## src/rtl/ce_gen_pkg.sv

```systemverilog
// Shared types for the multi-channel clock-enable generator.
// The packed config struct here is sized for the default accumulator width.
package ce_gen_pkg;

  localparam int ACC_W_DEFAULT = 16;

  typedef enum logic {CE_MODE_INT, CE_MODE_FRAC} ce_mode_t;

  typedef struct packed {
    ce_mode_t                 mode;
    logic                     en;
    logic [ACC_W_DEFAULT-1:0] val;
  } ce_cfg_t;

endpackage

```

## src/rtl/ce_gen_chan.sv

```systemverilog
// One enable channel: active and shadow configuration, divide counter or phase
// accumulator, registered ce pulse and clk_out toggle.
module ce_gen_chan
  import ce_gen_pkg::*;
#(
  parameter int ACC_W     = ACC_W_DEFAULT,
  parameter int RESET_DIV = 5
) (
  input  logic             clk_sys,
  input  logic             reset,
  input  logic             pause,
  input  logic             resync,
  input  logic             wr,
  input  ce_mode_t         wr_mode,
  input  logic             wr_en,
  input  logic [ACC_W-1:0] wr_val,
  output logic             ce,
  output logic             clk_out,
  output logic             cfg_pending
);

  typedef struct packed {
    ce_mode_t         mode;
    logic             en;
    logic [ACC_W-1:0] val;
  } chan_cfg_t;

  localparam chan_cfg_t RESET_CFG = '{mode: CE_MODE_INT, en: 1'b1, val: ACC_W'(RESET_DIV)};

  chan_cfg_t        act_p1, shd_p1, act_p0, shd_p0, wr_cfg;
  logic [ACC_W-1:0] cnt_p1, cnt_p0, last_cnt;
  logic [ACC_W:0]   sum;
  logic             pend_p1, pend_p0, tog_p1, tog_p0, ce_p1, ce_p0;
  logic             fire, stalled;

  always_comb begin
    wr_cfg   = '{mode: wr_mode, en: wr_en, val: wr_val};
    // Divisors 0 and 1 both mean "every cycle".
    last_cnt = (act_p1.val <= ACC_W'(1)) ? '0 : act_p1.val - ACC_W'(1);
    sum      = {1'b0, cnt_p1} + {1'b0, act_p1.val};
    stalled  = !act_p1.en || (act_p1.mode == CE_MODE_FRAC && act_p1.val == '0);

    fire = 1'b0;
    if (act_p1.en && !pause && !resync) begin
      if (act_p1.mode == CE_MODE_INT) fire = (cnt_p1 == last_cnt);
      else                            fire = sum[ACC_W];
    end

    act_p0  = act_p1;
    shd_p0  = shd_p1;
    pend_p0 = pend_p1;
    cnt_p0  = cnt_p1;
    tog_p0  = tog_p1;
    ce_p0   = fire;

    if (resync) begin
      cnt_p0 = '0;
      tog_p0 = 1'b0;
      // A write arriving with resync bypasses the shadow entirely.
      if (wr) begin
        act_p0  = wr_cfg;
        pend_p0 = 1'b0;
      end else if (pend_p1) begin
        act_p0  = shd_p1;
        pend_p0 = 1'b0;
      end
    end else begin
      if (!act_p1.en) begin
        cnt_p0 = '0;
      end else if (!pause) begin
        if (act_p1.mode == CE_MODE_INT) cnt_p0 = fire ? '0 : cnt_p1 + ACC_W'(1);
        else                            cnt_p0 = sum[ACC_W-1:0];
      end

      if (fire) tog_p0 = ~tog_p1;

      // Pending shadow lands on the ce edge, or immediately if the channel can never fire.
      if (pend_p1 && (fire || stalled)) begin
        act_p0  = shd_p1;
        cnt_p0  = '0;
        pend_p0 = 1'b0;
      end

      if (wr) begin
        if (stalled) begin
          act_p0  = wr_cfg;
          cnt_p0  = '0;
          pend_p0 = 1'b0;
        end else begin
          shd_p0  = wr_cfg;
          pend_p0 = 1'b1;
        end
      end
    end
  end

  // Stage p1: channel state and registered outputs
  always_ff @(posedge clk_sys or posedge reset) begin
    if (reset) begin
      act_p1  <= RESET_CFG;
      shd_p1  <= RESET_CFG;
      pend_p1 <= 1'b0;
      cnt_p1  <= '0;
      tog_p1  <= 1'b0;
      ce_p1   <= 1'b0;
    end else begin
      act_p1  <= act_p0;
      shd_p1  <= shd_p0;
      pend_p1 <= pend_p0;
      cnt_p1  <= cnt_p0;
      tog_p1  <= tog_p0;
      ce_p1   <= ce_p0;
    end
  end

  assign ce          = ce_p1;
  assign clk_out     = tog_p1;
  assign cfg_pending = pend_p1;

endmodule

```

## src/rtl/ce_gen_multi.sv

```systemverilog
// NUM_CH independent clock-enable channels with shared pause/resync and a
// single addressed configuration port.
module ce_gen_multi
  import ce_gen_pkg::*;
#(
  parameter int  NUM_CH    = 4,
  parameter int  ACC_W     = ACC_W_DEFAULT,
  parameter int  RESET_DIV = 5,
  localparam int CH_W      = (NUM_CH > 1) ? $clog2(NUM_CH) : 1
) (
  input  logic              clk_sys,
  input  logic              reset,
  input  logic              pause,
  input  logic              resync,
  input  logic              cfg_we,
  input  logic [CH_W-1:0]   cfg_ch,
  input  logic              cfg_mode,
  input  logic              cfg_en,
  input  logic [ACC_W-1:0]  cfg_val,
  output logic [NUM_CH-1:0] ce,
  output logic [NUM_CH-1:0] clk_out,
  output logic [NUM_CH-1:0] cfg_pending
);

  ce_mode_t cfg_mode_e;

  assign cfg_mode_e = ce_mode_t'(cfg_mode);

  // Channel numbers at or above NUM_CH match no instance and are dropped.
  for (genvar n = 0; n < NUM_CH; n++) begin : g_chan
    logic ch_wr;

    assign ch_wr = cfg_we && (cfg_ch == CH_W'(n));

    ce_gen_chan #(
      .ACC_W     (ACC_W),
      .RESET_DIV (RESET_DIV)
    ) u_chan (
      .clk_sys     (clk_sys),
      .reset       (reset),
      .pause       (pause),
      .resync      (resync),
      .wr          (ch_wr),
      .wr_mode     (cfg_mode_e),
      .wr_en       (cfg_en),
      .wr_val      (cfg_val),
      .ce          (ce[n]),
      .clk_out     (clk_out[n]),
      .cfg_pending (cfg_pending[n])
    );
  end

endmodule

```

## config.mk

```make
export PLATFORM = sky130hd
export DESIGN_NAME = ce_gen_multi
export DESIGN_NICKNAME = d
export VERILOG_FILES = /design/src/rtl/ce_gen_pkg.sv /design/src/rtl/ce_gen_chan.sv /design/src/rtl/ce_gen_multi.sv
export SDC_FILE = /design/constraint.sdc
export NUM_CORES = 1
export LEC_CHECK = 0
export ABC_CLOCK_PERIOD_IN_PS = 7400
export CORE_ASPECT_RATIO = 0.5
export CORE_MARGIN = 2
export CORE_UTILIZATION = 39
export DETAILED_ROUTE_END_ITERATION = 10
export GPL_ROUTABILITY_DRIVEN = 0
export PLACE_DENSITY = 0.58
export SLEW_MARGIN = 20
export SYNTH_ARGS = -nofsm -noshare
export SYNTH_HDL_FRONTEND = slang
export SYNTH_SLANG_ARGS = --single-unit
```

## constraint.sdc

```tcl
create_clock -name clk_sys -period 7.4 [get_ports clk_sys]
set_input_delay 0.74 -clock clk_sys [delete_from_list [all_inputs] [get_ports clk_sys]]
set_output_delay 0.74 -clock clk_sys [all_outputs]
set_load 0.01 [all_outputs]
```

# Word-level counts from Yosys, hierarchy flattened
# Index checks and enable logic that the tools add are counted.
[totals]
ff_bits = 220
in_bits = 25
out_inout_bits = 12
word_cells = 219
[op_classes]
n_addsub = 12
n_lt_le_gt_ge = 4
n_eq_ne = 11
muxes = 92
n_bitwise = 9
n_reduce_logical = 51
[ops]
columns = ["cell", "n"]
rows = [
  ["16-bit 2-to-1 mux", 36],
  ["18-bit 2-to-1 mux", 24],
  ["16-bit by 16-bit adder with 17-bit output", 4],
  ["16-bit by 1-bit adder with 16-bit output (second input constant)", 4],
  ["16-bit equality test", 4],
  ["16-bit by 1-bit less-or-equal comparator with 1-bit output (second input constant)", 4],
  ["16-bit logical NOT", 4],
  ["16-bit by 1-bit subtractor with 16-bit output (second input constant)", 4],
  ["1-bit 2-to-1 mux", 32],
  ["1-bit logical AND", 20],
  ["3-bit by 1-bit inequality test with 1-bit output (second input constant)", 4],
  ["3-bit AND reduction", 4],
  ["3-bit nonzero test", 4],
  ["1-bit NOT", 9],
  ["1-bit logical OR", 8],
  ["2-bit nonzero test", 4],
  ["1-bit logical NOT", 6],
  ["2-bit equality test (second input constant)", 2],
  ["2-bit by 1-bit equality test with 1-bit output (second input constant)", 1],
  ["2-bit logical NOT", 1],
]

# Longest topological paths before layout
[depth]
ltp_word = 13
ltp_mapped = 15
depth_no_buf = 11

# Modules after synthesis
# Synthesis repeated with hierarchy kept, for this count alone.
[hier_totals]
cells_unflattened = 2211
hier_area_um2 = 19189.7
[by_module_without_submodules]
columns = ["module", "instances", "cells_each", "area_each_um2", "seq_area_each_um2"]
rows = [
  ["ce_gen_chan at g_chan[0].u_chan ...", 2, 531, 4683.2, 1383.8],
  ["ce_gen_chan at g_chan[2].u_chan", 1, 575, 4893.4, 1383.8],
  ["ce_gen_chan at g_chan[3].u_chan", 1, 570, 4892.2, 1383.8],
  ["ce_gen_multi", 1, 4, 37.5, 0.0],
]

# Least setup slack after synthesis
# No wires, ideal clock.
[synth_timing]
kind = "register to register"
start = "register g_chan[0].u_chan.act_p1[1] (netlist bit)"
end = "register g_chan[0].u_chan.act_p1[4] (netlist bit)"
setup_ns = 0.137
arrival_time_ns = 3.549
required_ns = 7.263
path_slack_ns = 3.714
path_stages_with_launch = 15
path_buffers = 3
synth_period_minus_slack_ns = 3.686
path_cell_list = "dfrtp_1 > inv_1 > ha_1 > or3b_2 > clkbuf_1 > nor4_1 > mux2i_1 > a41oi_1 > a311o_1 > nor4_4 > o211ai_1 > buf_6 > buf_6 > mux2i_1 > a21oi_1"
[synth_between]
elab_chain_len = 11
word_cells_on_any_way = 16
classes_between = "add/sub (2); order compare (1); eq/ne (1); mux (7); reduce/logical (5)"
[synth_lines]
columns = ["item", "line", "source"]
rows = [
  ["start: declaration", "ce_gen_chan.sv:30", "chan_cfg_t act_p1, shd_p1, act_p0, shd_p0, wr_cfg;"],
  ["start signal: assignment", "ce_gen_chan.sv:107", "act_p1 <= act_p0;"],
  ["16-bit by 1-bit subtractor with 16-bit output or 16-bit by 1-bit less-or-equal comparator with 1-bit output (tied branches)", "ce_gen_chan.sv:39", "last_cnt = (act_p1.val <= ACC_W'(1)) ? '0 : act_p1.val - ACC_W'(1);"],
  ["16-bit 2-to-1 mux", "ce_gen_chan.sv:39", ""],
  ["16-bit equality test", "ce_gen_chan.sv:45", "if (act_p1.mode == CE_MODE_INT) fire = (cnt_p1 == last_cnt);"],
  ["1-bit 2-to-1 mux", "ce_gen_chan.sv:45", ""],
  ["1-bit 2-to-1 mux", "ce_gen_chan.sv:44", "if (act_p1.en && !pause && !resync) begin"],
  ["1-bit logical OR", "ce_gen_chan.sv:78", "if (pend_p1 && (fire || stalled)) begin"],
  ["1-bit logical AND", "ce_gen_chan.sv:78", ""],
  ["18-bit 2-to-1 mux", "ce_gen_chan.sv:78", ""],
  ["18-bit 2-to-1 mux", "ce_gen_chan.sv:85", "if (stalled) begin"],
  ["18-bit 2-to-1 mux *", "ce_gen_chan.sv:84", "if (wr) begin"],
  ["18-bit 2-to-1 mux *", "ce_gen_chan.sv:56", "if (resync) begin"],
]
# Every way passes the cells marked *; elsewhere a longest branch is shown, timed or not.
# A chain may end at the register's enable or synchronous reset.

# Final worst setup path
[layout_timing]
start = "register g_chan[3].u_chan.act_p1[0] (netlist bit)"
end = "register g_chan[3].u_chan.act_p1[16] (netlist bit)"
[layout_between]
elab_chain_len = 11
word_cells_on_any_way = 16
classes_between = "add/sub (2); order compare (1); eq/ne (1); mux (7); reduce/logical (5)"
[layout_lines]
columns = ["item", "line"]
rows = [
  ["start: declaration", "ce_gen_chan.sv:30"],
  ["start signal: assignment", "ce_gen_chan.sv:107"],
  ["16-bit by 1-bit subtractor with 16-bit output or 16-bit by 1-bit less-or-equal comparator with 1-bit output (tied branches)", "ce_gen_chan.sv:39"],
  ["16-bit 2-to-1 mux", "ce_gen_chan.sv:39"],
  ["16-bit equality test", "ce_gen_chan.sv:45"],
  ["1-bit 2-to-1 mux", "ce_gen_chan.sv:45"],
  ["1-bit 2-to-1 mux", "ce_gen_chan.sv:44"],
  ["1-bit logical OR", "ce_gen_chan.sv:78"],
  ["1-bit logical AND", "ce_gen_chan.sv:78"],
  ["18-bit 2-to-1 mux", "ce_gen_chan.sv:78"],
  ["18-bit 2-to-1 mux", "ce_gen_chan.sv:85"],
  ["18-bit 2-to-1 mux *", "ce_gen_chan.sv:84"],
  ["18-bit 2-to-1 mux *", "ce_gen_chan.sv:56"],
]
# Marked as above.

==> metrics.txt <==
status=completed; Root Driver=clkbuf_16; Mapped Area=around 19,000 um2; clk sinks=between 200 and 250; delay-heaviest family, CP=compound AO/OA/AOI/OAI gates; drt pass-1 iters=7; setup TNS=0 ps; Finish-stage setup viols=0; Slew @ Worst Pin=1126 ps; Area Overhead vs Synth=8.194%; Synth async-reset ratio=1.000; Place WS=around 2500 ps; largest cells by area after synthesis=dfrtp_1, mux2_2, ha_1, nor2_1, nand2_1; clock slew at reported path FFs=about 60 ps; # hold bufs at CTS=0; I/O Pins=37; stages on the worst setup path=10; critical path required time=roughly 7800 ps; drc violations=0; Post-DP HPWL=~40,000 um; Initial Utilization=0.3946; Final Cycle Share=0.6129; Die Width=between 300 and 400 um; Buf/Inv on CP=0; count of final hold-check violations=0; Fin Hold WS=just under 500 ps; Worst VDD drop=roughly 160 uV; Setup Crit Path Kind=flip-flop to flip-flop; max-cap violations=0; critical-path cell list=ha_1 -> fa_1 -> a21o_1 -> a21oi_1 -> o311a_1 -> o21ai_0 -> a22o_1 -> nand2_1 -> o2111ai_2 -> o221ai_1; layout cells sized above 1=0.1121; leading register cell type out of synthesis=dfrtp_1; average vias per placed instance=6.145; register area share after synthesis=0.2893; crit path capture type=flip-flop; fin nets=about 2,300; Worst path slowest cell=o2111ai_2; post-synth cell types=95; hold-critical path depth=1; WL per Instance=approximately 20 um; Clock Skew=between 20 and 25 ps; core area=a little under 50,000 um2; Final Routed Wirelength=58,220 um; Worst R2R Path Depth=10; slowest stage delay, CP=1010 ps; reg2reg setup slack=2860 ps; Syn Nets=2,434; Antenna Nets Post-Route=0; Yosys warnings=0; largest net degree at the start of global routing=slightly below 80; worst setup margin=approximately 2900 ps; PwrDens=about 300 nW/um2; total congestion overflow=0; FP Rows=57; Post-synth EDFFs=0; total vias in the final route=between 15,000 and 20,000; Fillers=roughly 4,800; cts bufs inserted=26; #FFs+latches synth=220; CP max FO=19; H-tree depth reported by CTS=1; Power, Total=about 6.1 mW; Initial DRC Count=~1,600; post-route minimum period=between 4000 and 5000 ps; first-pass GRT wire length=between 90,000 and 100,000 um; setup bufs post-CTS=0; RSZ-0062 raised after global routing=no; CTS resizes=0; Commonest cells post-synth=nor2_1, dfrtp_1, nand2_1; vias in the first global route=16,824; Tot GR Track Use=0.2267; Clock Tree Buf Depth=3; Die Area=between 50,000 and 60,000 um2; die height=between 150 and 200 um; crit path launch type=flip-flop; Static Leak=8.015 nW; worst hold path class=flip-flop to flip-flop; antenna violations before repair=0; Synth area leader=dfrtp_1; fmax=about 220 MHz; most frequent cell after synthesis=nor2_1; final max-slew violation count=0; port bufs=36; Rel. slew slack=0.2495; Synth top area share=0.2563; Synth Area per Inst=slightly above 8 um2; CP arrival=between 4000 and 5000 ps; Cells after Synth=between 2,000 and 2,500; CTS tree=yes; Worst-Skew Late Latency=roughly 570 ps; Diodes inserted=0
stage by stage:
stage / cells / area (um2) / util
3_5_place_dp: 2858 / 19790 / 0.4082
3_3_place_gp: 2858 / 19790 / 0.4080
4_1_cts: 2906 / 20700 / 0.4269
6_report: 2906 / 20700 / 0.4269
5_1_grt: 2906 / 20700 / 0.4269
2_1_floorplan: 2329 / 19130 / -
state kept, by name, indices dropped and copies added, names as in the netlist:
| register | flops |
|---|---|
| g_chan.u_chan.act_p1 | 72 |
| g_chan.u_chan.shd_p1 | 72 |
| g_chan.u_chan.cnt_p1 | 64 |
| g_chan.u_chan.ce | 4 |
| g_chan.u_chan.cfg_pending | 4 |
| g_chan.u_chan.clk_out | 4 |
cells by family after synthesis:
logic type      synth area share
flops                     0.2893
compound gates            0.2355
fa+ha+maj                0.05388
buf+inv                  0.05290
mux                      0.07481
simple gates              0.2409
xor+xnor                 0.05277
per-layer routing:
layer,up-vias,wire length (um),track usage
met3,79,3097,0.02841
met4,0,1454,0.05741
met2,509,25170,0.3426
met1,8675,28500,0.3398
met5,-,0,0
li1,8593,-,-
path summary, 6_finish.rpt:
| check | startpoint | end |
|---|---|---|
| worst max register to register | g_chan[3].u_chan.act_p1[0] | g_chan[3].u_chan.act_p1[16] |
| max in group asynchronous | reset | g_chan[3].u_chan.shd_p1[12] |
| min in group asynchronous | reset | g_chan[1].u_chan.ce |
| worst min-delay path | g_chan[1].u_chan.clk_out | g_chan[1].u_chan.clk_out |
| worst min register to register | g_chan[1].u_chan.clk_out | g_chan[1].u_chan.clk_out |
| worst max-delay path | g_chan[3].u_chan.act_p1[0] | g_chan[3].u_chan.act_p1[16] |
cell type report:
type,count,area (um2),share of cell area
multi-input cells,1861,12620,0.6098
flip-flops and latches,220,5535,0.2674
inverters,62,240.2,0.01160
repair buffers,66,583.1,0.02816
clock buffers,37,783.3,0.03783
clock inverters,11,123.9,0.005983
well taps,649,812.0,0.03922
where the power goes:
part / leakage, nW / total, mW / switching (mW) / internal [mW]
Combinational: 4.86 / 2.53 / 1.37 / 1.16
Sequential: 2.71 / 2.21 / 0.640 / 1.57
Clock: 0.440 / 1.39 / 0.577 / 0.809
Total: 8.01 / 6.12 / 2.58 / 3.53
layout by cell type (no fill, tap or decap), drive strengths merged, types with 19 or more instances in the layout:
cell type / count
inv: 61
o221ai: 36
o22ai: 39
clkbuf: 37
nor4: 40
a211oi: 29
dfstp: 24
a22oi: 47
or4: 19
mux2i: 35
nor3b: 19
a31oi: 64
ha: 76
dfrtp: 196
nor2: 217
nand2: 184
o211ai: 21
a21oi: 121
mux2: 96
nor4b: 24
clkdlybuf4s50: 35
o21ai: 120
nor3: 100
buf: 31
o2111ai: 22
o31ai: 20
nand3: 50
xor2: 41
and3: 36
xnor2: 64
or3: 23
nand2b: 44
nand4: 26
worst reg2reg max path, cell delays in order, from the launching register on:
cell and delay, ps:
dfstp_2 660, ha_1 260, fa_1 230, a21o_1 140
a21oi_1 130, o311a_1 400, o21ai_0 570, a22o_1 310
nand2_1 430, o2111ai_2 1010, o221ai_1 270
Note: power is estimated with default switching activity, not from simulation.
